<file path="src/rtl/weighted_rank_order_stream.sv">
// weighted_rank_order_stream: 3-stage weighted order-statistic filter over an N-tap window; `WROS_EDGE_REPLICATE_EN pads the window with the first sample.
module weighted_rank_order_stream #(
  parameter int N = 7,
  parameter int DATA_BITS = 8,
  parameter int WEIGHT_BITS = 3,
  localparam int SUM_BITS = $clog2(N*(2**WEIGHT_BITS-1)+1)
) (
  input  logic                     clk,
  input  logic                     rst,
  input  logic                     i_valid,
  output logic                     i_ready,
  input  logic [DATA_BITS-1:0]     i_data,
  input  logic                     cfg_we,
  input  logic [WEIGHT_BITS*N-1:0] cfg_weights,
  input  logic [SUM_BITS-1:0]      cfg_rank,
  output logic                     o_valid,
  input  logic                     o_ready,
  output logic [DATA_BITS-1:0]     o_data,
  output logic                     o_primed
);
  localparam int FILL_BITS = $clog2(N+1);
  logic [N-1:0][DATA_BITS-1:0] win_q, win_d, s1_s_q, s1_s_d, s2_s_q, s2_s_d;
  logic [FILL_BITS-1:0] fill_q, fill_d;
  logic [WEIGHT_BITS*N-1:0] sh_w_q, sh_w_d, s1_w_q, s1_w_d, s2_w_q, s2_w_d;
  logic [SUM_BITS-1:0] sh_r_q, sh_r_d, s1_r_q, s1_r_d, s2_r_q, s2_r_d, s2_t_q, s2_t_d, t, r_eff;
  logic [N-1:0][SUM_BITS-1:0] s2_cw_q, s2_cw_d, cw;
  logic s1_v_q, s1_v_d, s2_v_q, s2_v_d, o_valid_q, o_valid_d;
  logic [DATA_BITS-1:0] o_data_q, o_data_d, sel;
  logic stall, acc, ld2, ld3;
  always_comb begin
    stall = o_valid_q & ~o_ready;
    acc = i_valid & ~stall;
    ld2 = ~stall & s1_v_q;
    ld3 = ~stall & s2_v_q;
    win_d = win_q;
    fill_d = fill_q;
    if (acc) begin
      win_d = {win_q[N-2:0], i_data};
      fill_d = fill_q == FILL_BITS'(N) ? fill_q : fill_q + 1'b1;
`ifdef WROS_EDGE_REPLICATE_EN
      if (fill_q == '0) begin
        win_d = {N{i_data}};
        fill_d = FILL_BITS'(N);
      end
`endif
    end
    sh_w_d = cfg_we ? cfg_weights : sh_w_q;
    sh_r_d = cfg_we ? cfg_rank : sh_r_q;
    // S1 takes the pre-edge shadow values, so a same-cycle cfg_we only affects later samples
    s1_v_d = stall ? s1_v_q : acc & (fill_d == FILL_BITS'(N));
    s1_s_d = acc ? win_d : s1_s_q;
    s1_w_d = acc ? sh_w_q : s1_w_q;
    s1_r_d = acc ? sh_r_q : s1_r_q;
  end
  always_comb begin
    t = '0;
    for (int i = 0; i < N; i++) begin
      cw[i] = '0;
      for (int j = 0; j < N; j++)
        cw[i] = s1_s_q[j] <= s1_s_q[i] ? cw[i] + SUM_BITS'(s1_w_q[j*WEIGHT_BITS +: WEIGHT_BITS]) : cw[i];
      t = t + SUM_BITS'(s1_w_q[i*WEIGHT_BITS +: WEIGHT_BITS]);
    end
    s2_v_d = stall ? s2_v_q : s1_v_q;
    s2_s_d = ld2 ? s1_s_q : s2_s_q;
    s2_w_d = ld2 ? s1_w_q : s2_w_q;
    s2_r_d = ld2 ? s1_r_q : s2_r_q;
    s2_t_d = ld2 ? t : s2_t_q;
    s2_cw_d = ld2 ? cw : s2_cw_q;
  end
  always_comb begin
    r_eff = s2_r_q == '0 ? SUM_BITS'(1) : (s2_r_q > s2_t_q ? s2_t_q : s2_r_q);
    sel = '1;
    // the largest weighted tap always reaches T, so a candidate exists whenever T > 0
    for (int i = 0; i < N; i++)
      sel = (s2_w_q[i*WEIGHT_BITS +: WEIGHT_BITS] != '0) && (s2_cw_q[i] >= r_eff) && (s2_s_q[i] < sel) ? s2_s_q[i] : sel;
    sel = s2_t_q == '0 ? '0 : sel;
    o_valid_d = stall ? o_valid_q : s2_v_q;
    o_data_d = ld3 ? sel : o_data_q;
  end
  always_ff @(posedge clk or posedge rst) begin
    if (rst) begin
      win_q <= '0;
      fill_q <= '0;
      sh_w_q <= {N{WEIGHT_BITS'(1)}};
      sh_r_q <= SUM_BITS'((N+1)/2);
      s1_v_q <= 1'b0;
      s1_s_q <= '0;
      s1_w_q <= '0;
      s1_r_q <= '0;
      s2_v_q <= 1'b0;
      s2_s_q <= '0;
      s2_w_q <= '0;
      s2_r_q <= '0;
      s2_t_q <= '0;
      s2_cw_q <= '0;
      o_valid_q <= 1'b0;
      o_data_q <= '0;
    end else begin
      win_q <= win_d;
      fill_q <= fill_d;
      sh_w_q <= sh_w_d;
      sh_r_q <= sh_r_d;
      s1_v_q <= s1_v_d;
      s1_s_q <= s1_s_d;
      s1_w_q <= s1_w_d;
      s1_r_q <= s1_r_d;
      s2_v_q <= s2_v_d;
      s2_s_q <= s2_s_d;
      s2_w_q <= s2_w_d;
      s2_r_q <= s2_r_d;
      s2_t_q <= s2_t_d;
      s2_cw_q <= s2_cw_d;
      o_valid_q <= o_valid_d;
      o_data_q <= o_data_d;
    end
  end
  assign i_ready = ~stall;
  assign o_valid = o_valid_q;
  assign o_data = o_data_q;
  assign o_primed = fill_q == FILL_BITS'(N);
endmodule

</file>
<file path="config.mk">
export PLATFORM = sky130hd
export DESIGN_NAME = weighted_rank_order_stream
export DESIGN_NICKNAME = d
export VERILOG_FILES = /design/src/rtl/weighted_rank_order_stream.sv
export SDC_FILE = /design/constraint.sdc
export NUM_CORES = 1
export LEC_CHECK = 0
export CAP_MARGIN = 40
export CORE_ASPECT_RATIO = 1.1
export CORE_MARGIN = 2
export CORE_UTILIZATION = 40
export DETAILED_ROUTE_END_ITERATION = 7
export GPL_TIMING_DRIVEN = 0
export HOLD_SLACK_MARGIN = 0.05
export PLACE_DENSITY = 0.52
export SLEW_MARGIN = 40
export SYNTH_ARGS = -nofsm -noshare
export SYNTH_HDL_FRONTEND = slang
export SYNTH_SLANG_ARGS = --single-unit
</file>
<file path="constraint.sdc">
create_clock -name clk -period 18.81 [get_ports clk]
set_clock_uncertainty 0.05 [all_clocks]
set_input_delay 2.8215 -clock clk [delete_from_list [all_inputs] [get_ports clk]]
set_output_delay 2.8215 -clock clk [all_outputs]
set_load 0.02 [all_outputs]
</file>
==> impl_metrics.py, run 1 <==
metrics = {
    "die": {
        "start_util_pct": 40.3,
        "dieArea_mm2": 0.0646,
        "row_count": 96,
        "die-height_um": 266,
        "die-width_um": 243,
        "io_pins": 51,
        "core_area_mm2": 0.0621,
    },
    "logic_synthesis": {
        "avgSynthCellArea_um2": 9.05,
        "syn-instance-count": 2767,
        "ys_seq_elements": 303,
        "synth.distinct_cells": 84,
        "synth_area_mm2": 0.0250,
        "seq_area_frac_synth_pct": 30.3,
        "synthArstFlopShare_pct": 100,
        "synthFlopType": "dfrtp_1",
        "synth_edf_count": 0,
        "synth_fp_nets": 3247,
        "yosys_warnings": 0,
    },
    "worst_hold_path": {
        "hp-class": "reg -> reg",
        "min_to": "s1_r_q[3]",
        "min_path_cells": 2,
        "min_from": "sh_r_q[3]",
    },
    "detailed_routing": {
        "drt_iter0_drc": 1409,
        "finalWirelength_um": 83400,
        "drtAntennaViolNets": 0,
        "via_count": 20700,
        "drc": 0,
        "drt-pass1-iter-count": 6,
        "drt-vias-per-instance": 5.56,
        "wl_per_cell_um": 22.4,
    },
    "timing": {
        "rsz0062_at_grt": "false",
        "fin_ws_ns": 1.34,
        "hold_violations": 0,
        "tns_ns": 0,
        "period_needed_ns": 17.47,
        "worst_slew_pin_slew_ns": 0.890,
        "slew_violations": 0,
        "setup_viol": 0,
        "finalCritPeriodShare_pct": 92.9,
        "relSlewSlack_pct": 40.3,
        "clock.fmax_mhz": 57.2,
    },
    "critical_path": {
        "r2r_setup_slack_ns": 1.34,
        "rr_startpoint": "s2_r_q[1]",
        "reg2reg_depth": 72,
        "startpoint_type": "register",
        "critPathLaunch": "s2_r_q[1]",
        "crit_fanout": 10,
        "crit_type": "reg -> reg",
        "end_kind": "register",
        "cp_common_cell": "ha_1",
        "critPathArrivalTime_ns": 17.88,
        "r2r_end": "o_data[1]",
        "crit_required_ns": 19.22,
        "slowest_delay_ns": 0.51,
        "cp_slowest_cell": "a2111oi_2",
    },
    "global_routing": {
        "antenna_found_initial": 5,
        "gr-total-overflow": 0,
        "grt_pass1_vias": 20900,
        "grt_max_degree": 80,
        "grt_pass1_wl_um": 127000,
        "grt_use_total_pct": 26.1,
    },
    "final_layout": {
        "final_common_cell": "nand2_1",
        "nets": 3343,
        "fin_util_pct": 45.2,
        "drive_gt1_share_pct": 8.09,
        "syn2layout_area_growth_pct": 12.0,
        "final_cell_mix": "392 x nand2_1, 385 x ha_1, 291 x dfrtp_1, 256 x o21ai_0, 211 x inv_1",
        "postLayoutCellArea_mm2": 0.0280,
        "fillers": 6063,
    },
    "run": {
        "cap_violations": 0,
    },
    "run_status": {
        "outcome": "finished clean",
    },
    "place": {
        "pre_cts_ws_ns": 0.844,
        "io_buffers": 49,
        "hpwl_um": 64300,
        "place_area_mm2": 0.0267,
        "routabilityCongestion": 0.907,
    },
    "clocking": {
        "cts_made_buffers": 38,
        "hold_buffers": 0,
        "clkTransAtPathRegs_ns": 0.06,
        "cts_tree": "done",
        "clockRootBuffer": "clkbuf_16",
        "clkLatencyLatePin_ns": 0.58,
        "clock_path_buffers": 3,
        "clock-sinks": 303,
        "ctsHtreeMaxLevel": 2,
    },
}
==> final cells by class <==
cell class,instances,area [um^2],area share [%]
inverters,216,818,2.92
multi-input cells,2178,16400,58.5
plain buffers,70,304,1.08
well taps,833,1040,3.72
diodes,1,2.50,0.00892
repair buffers,56,618,2.20
flip-flops and latches,303,7600,27.1
clock buffers,57,1150,4.11
clock inverters,11,113,0.402
==> stage by stage <==
step                      hold WS (ns)  cells
after detailed placement         0.404   3656
final                            0.415   3725
after global routing             0.439   3724
after floorplan                  0.385   2767
after CTS                        0.419   3724
after global placement           0.399   3649
==> flip-flops by register name, summed over array words and instances, names as in the netlist <==
| register | cells |
|---|---|
| s2_cw_q | 42 |
| s2_s_q | 56 |
| o_valid | 1 |
| s1_r_q | 6 |
| win_q | 48 |
| s2_t_q | 6 |
| s1_s_q | 56 |
| s1_v_q | 1 |
| sh_w_q | 21 |
| s1_w_q | 21 |
| o_data | 8 |
| s2_r_q | 6 |
| s2_v_q | 1 |
| fill_q | 3 |
| s2_w_q | 21 |
| sh_r_q | 6 |
==> timing repair <==
action,in CTS,in global routing
resized for setup,0,4
buffers inserted,0,0
setup endpoints to repair,0,8
==> routing by layer <==
layer  share of wire [%]  global-route usage, %
met1                  43                   32.8
met2                  47                   45.0
met3                 4.4                   2.55
met4                 5.3                   12.6
met5                   0                      0
==> cells in the mapped netlist (6+ instances only) <==
cell type / instances / area, um^2
buf_1: 9 / 33.8
o21a_1: 60 / 450
a22oi_1: 17 / 128
ha_1: 385 / 4820
nand2_1: 392 / 1470
nor2b_1: 71 / 444
o22ai_1: 9 / 56.3
o21ai_1: 9 / 45.0
xnor2_1: 50 / 438
o211ai_1: 14 / 105
a21o_1: 85 / 638
fa_1: 55 / 1100
clkbuf_1: 56 / 210
o211a_1: 6 / 60.1
a21bo_1: 6 / 60.1
o21ai_0: 256 / 1280
nand4_1: 50 / 313
nor2_1: 139 / 522
xor2_1: 50 / 438
and3_1: 10 / 62.6
nor4_1: 9 / 56.3
inv_1: 215 / 807
mux2_2: 103 / 1160
a21oi_1: 164 / 821
nand3_1: 18 / 90.1
mux2i_1: 44 / 440
dfstp_2: 8 / 210
dfrtp_1: 295 / 7380
or2_2: 11 / 68.8
nor3_1: 33 / 165
and2_1: 9 / 56.3
a211oi_1: 6 / 45.0
nand2b_1: 29 / 181
==> worst max path at each step <==
stage	end	slack (ns)
after global routing	o_data[2]	0.003
final	o_data[1]	1.34
after global placement	o_data[1]	0.72
after floorplan	o_data[2]	4.14
after CTS	o_data[1]	0.83
after detailed placement	o_data[1]	0.84
==> worst max-delay path, delay by kind of cell, from the launching register on <==
family,cells,cell delay (ns)
AO/OA/AOI/OAI,32,7.73
AND/OR/NAND/NOR,19,3.97
adder cells (fa/ha/maj),8,2.61
buffers and inverters,10,1.68
multiplexers,3,0.84
flip-flops,1,0.45
==> cell families (layout without fill, tap and decap cells) <==
| group | Yosys count | after routing | synth area share, % |
|---|---|---|---|
| fa+ha+maj | 445 | 445 | 23.8 |
| compound gates | 688 | 688 | 16.9 |
| other cells | 0 | 1 | 0 |
| flops | 303 | 303 | 30.3 |
| mux | 148 | 148 | 6.45 |
| buf+inv | 286 | 410 | 4.42 |
| simple gates | 797 | 797 | 14.5 |
| xor+xnor | 100 | 100 | 3.50 |
Power of run 1 is left out: the tool's default activity adds up to more than one toggle a clock period on the data nets, which glitch-free logic cannot reach.
==> run 2, diff against run 1 <==
==> constraint.sdc (replaced) <==
create_clock -name clk -period 18.3 [get_ports clk]
set_clock_uncertainty 0.05 [all_clocks]
set_input_delay 4.575 -clock clk [delete_from_list [all_inputs] [get_ports clk]]
set_output_delay 4.575 -clock clk [all_outputs]
set_load 0.02 [all_outputs]
==> run 2 against run 1 <==
Flip-flop and latch count did not move. Cell area rose by 0.13%. Critical path depth rose by 2. Maximum frequency rose by 2.7%. Via count barely moved. Global-route usage did not move. Largest cell class unchanged. Final cell count barely moved. Clock-buffer cell count did not move. First-iteration DRC count fell by 2.9%.
==> impl_metrics.py, run 2 (synthesis results as in run 1) <==
metrics = {
    "run_status": {
        "outcome": "finished clean",
    },
    "critical_path": {
        "critPathArrivalTime_ns": 17.42,
        "cp_common_cell": "ha_1",
        "startpoint_type": "register",
        "crit_type": "reg -> reg",
        "r2r_end": "o_data[1]",
        "rr_startpoint": "s2_t_q[1]",
        "r2r_setup_slack_ns": 1.28,
        "crit_fanout": 10,
        "slowest_delay_ns": 0.52,
        "reg2reg_depth": 74,
        "end_kind": "register",
        "crit_required_ns": 18.71,
        "cp_slowest_cell": "a2111oi_2",
    },
    "timing": {
        "worst_slew_pin_slew_ns": 0.928,
        "period_needed_ns": 17.02,
        "tns_ns": 0,
        "finalCritPeriodShare_pct": 93.0,
        "rsz0062_at_grt": "false",
        "hold_violations": 0,
        "slew_violations": 0,
        "relSlewSlack_pct": 37.9,
        "fin_ws_ns": 1.28,
        "clock.fmax_mhz": 58.8,
        "setup_viol": 0,
    },
    "final_layout": {
        "drive_gt1_share_pct": 8.40,
        "final_cell_mix": "387 x nand2_1, 385 x ha_1, 291 x dfrtp_1, 256 x o21ai_0, 211 x inv_1",
        "fillers": 6066,
        "final_common_cell": "nand2_1",
        "syn2layout_area_growth_pct": 12.2,
        "nets": 3345,
        "largest_registers": "s1_s_q: 56 flops, s2_s_q: 56 flops, win_q: 48 flops",
    },
    "place": {
        "io_buffers": 49,
        "routabilityCongestion": 0.907,
        "pre_cts_ws_ns": 0.334,
        "hpwl_um": 64300,
    },
    "global_routing": {
        "grt_pass1_wl_um": 127000,
        "grt_max_degree": 80,
        "grt_use_total_pct": 26.1,
        "grt_pass1_vias": 20900,
        "grtUsageMet2_pct": 45.0,
        "use_met1_pct": 32.8,
        "busiest_layer": "met2",
        "antenna_found_initial": 5,
        "gr-total-overflow": 0,
        "use_met3_pct": 2.55,
    },
    "run": {
        "cap_violations": 0,
    },
    "die": {
        "die-height_um": 266,
        "io_pins": 51,
        "core_area_mm2": 0.0621,
        "dieArea_mm2": 0.0646,
        "die-width_um": 243,
        "row_count": 96,
        "start_util_pct": 40.3,
    },
    "detailed_routing": {
        "drtAntennaViolNets": 0,
        "wl_per_cell_um": 22.4,
        "drc": 0,
        "drt_iter0_drc": 1368,
        "drt-pass1-iter-count": 6,
        "finalWirelength_um": 83300,
        "via_count": 20700,
        "drt-vias-per-instance": 5.57,
    },
    "clocking": {
        "cts_made_buffers": 38,
        "cts_tree": "done",
        "ctsHtreeMaxLevel": 2,
        "clockRootBuffer": "clkbuf_16",
        "clock-sinks": 303,
        "clock_path_buffers": 3,
        "clkTransAtPathRegs_ns": 0.06,
        "clkLatencyLatePin_ns": 0.58,
    },
    "worst_hold_path": {
        "min_to": "s1_r_q[3]",
        "min_path_cells": 2,
        "min_from": "sh_r_q[3]",
        "hp-class": "reg -> reg",
    },
}
## run 2: per-layer routing
layer / wire, um / part of all wire (%)
met1: 35600 / 43
met2: 39500 / 47
met3: 3860 / 4.6
met4: 4420 / 5.3
met5: 0 / 0
## run 2: area by class of cell
cell class / count / area [um^2] / share of cell area (%)
antenna: 1 / 2.50 / 0.00891
sequential: 303 / 7600 / 27.1
buffer: 70 / 304 / 1.08
tap: 833 / 1040 / 3.71
clock buffer: 57 / 1150 / 4.11
clock inverter: 11 / 113 / 0.401
multi-input combinational: 2178 / 16400 / 58.5
timing repair buffer: 58 / 633 / 2.25
inverter: 216 / 818 / 2.91
## run 2: how the worst max path moves through the flow
| stage | from | to | slack, ns | cells past startpoint |
|---|---|---|---|---|
| 6_report | s2_t_q[1] | o_data[1] | 1.28 | 74 |
| 5_1_grt | s2_r_q[1] | o_data[2] | 0.03 | 72 |
| 4_1_cts | s2_r_q[1] | o_data[1] | 0.32 | 72 |
| 3_5_place_dp | s2_r_q[1] | o_data[1] | 0.33 | 72 |
| 3_3_place_gp | s2_r_q[1] | o_data[1] | 0.21 | 72 |
| 2_1_floorplan | s2_r_q[1] | o_data[2] | 3.63 | 72 |
## run 2: metrics by stage
stage,cells,utilization (%),instance area [um^2],hold WS [ns]
6_report,3727,45.2,28100,0.415
5_1_grt,3726,45.2,28100,0.439
4_1_cts,3724,45.1,28000,0.419
3_5_place_dp,3656,43.1,26700,0.404
3_3_place_gp,3649,42.8,26600,0.399
2_1_floorplan,2767,-,25000,0.385
## run 2: critical path, delay by kind of cell, from the launching register on
family | cells | cell delay [ns]
buf+inv | 12 | 2.01
flops | 1 | 0.43
fa+ha+maj | 8 | 2.35
simple gates | 18 | 3.28
mux | 2 | 0.55
compound gates | 34 | 8.20
## run 2: repair_timing
item	in CTS	in global routing
hold buffers	0	0
gates resized for setup	0	12
endpoints found under the setup margin	0	8
setup buffers	0	2
Power of run 2 is left out for the same reason.
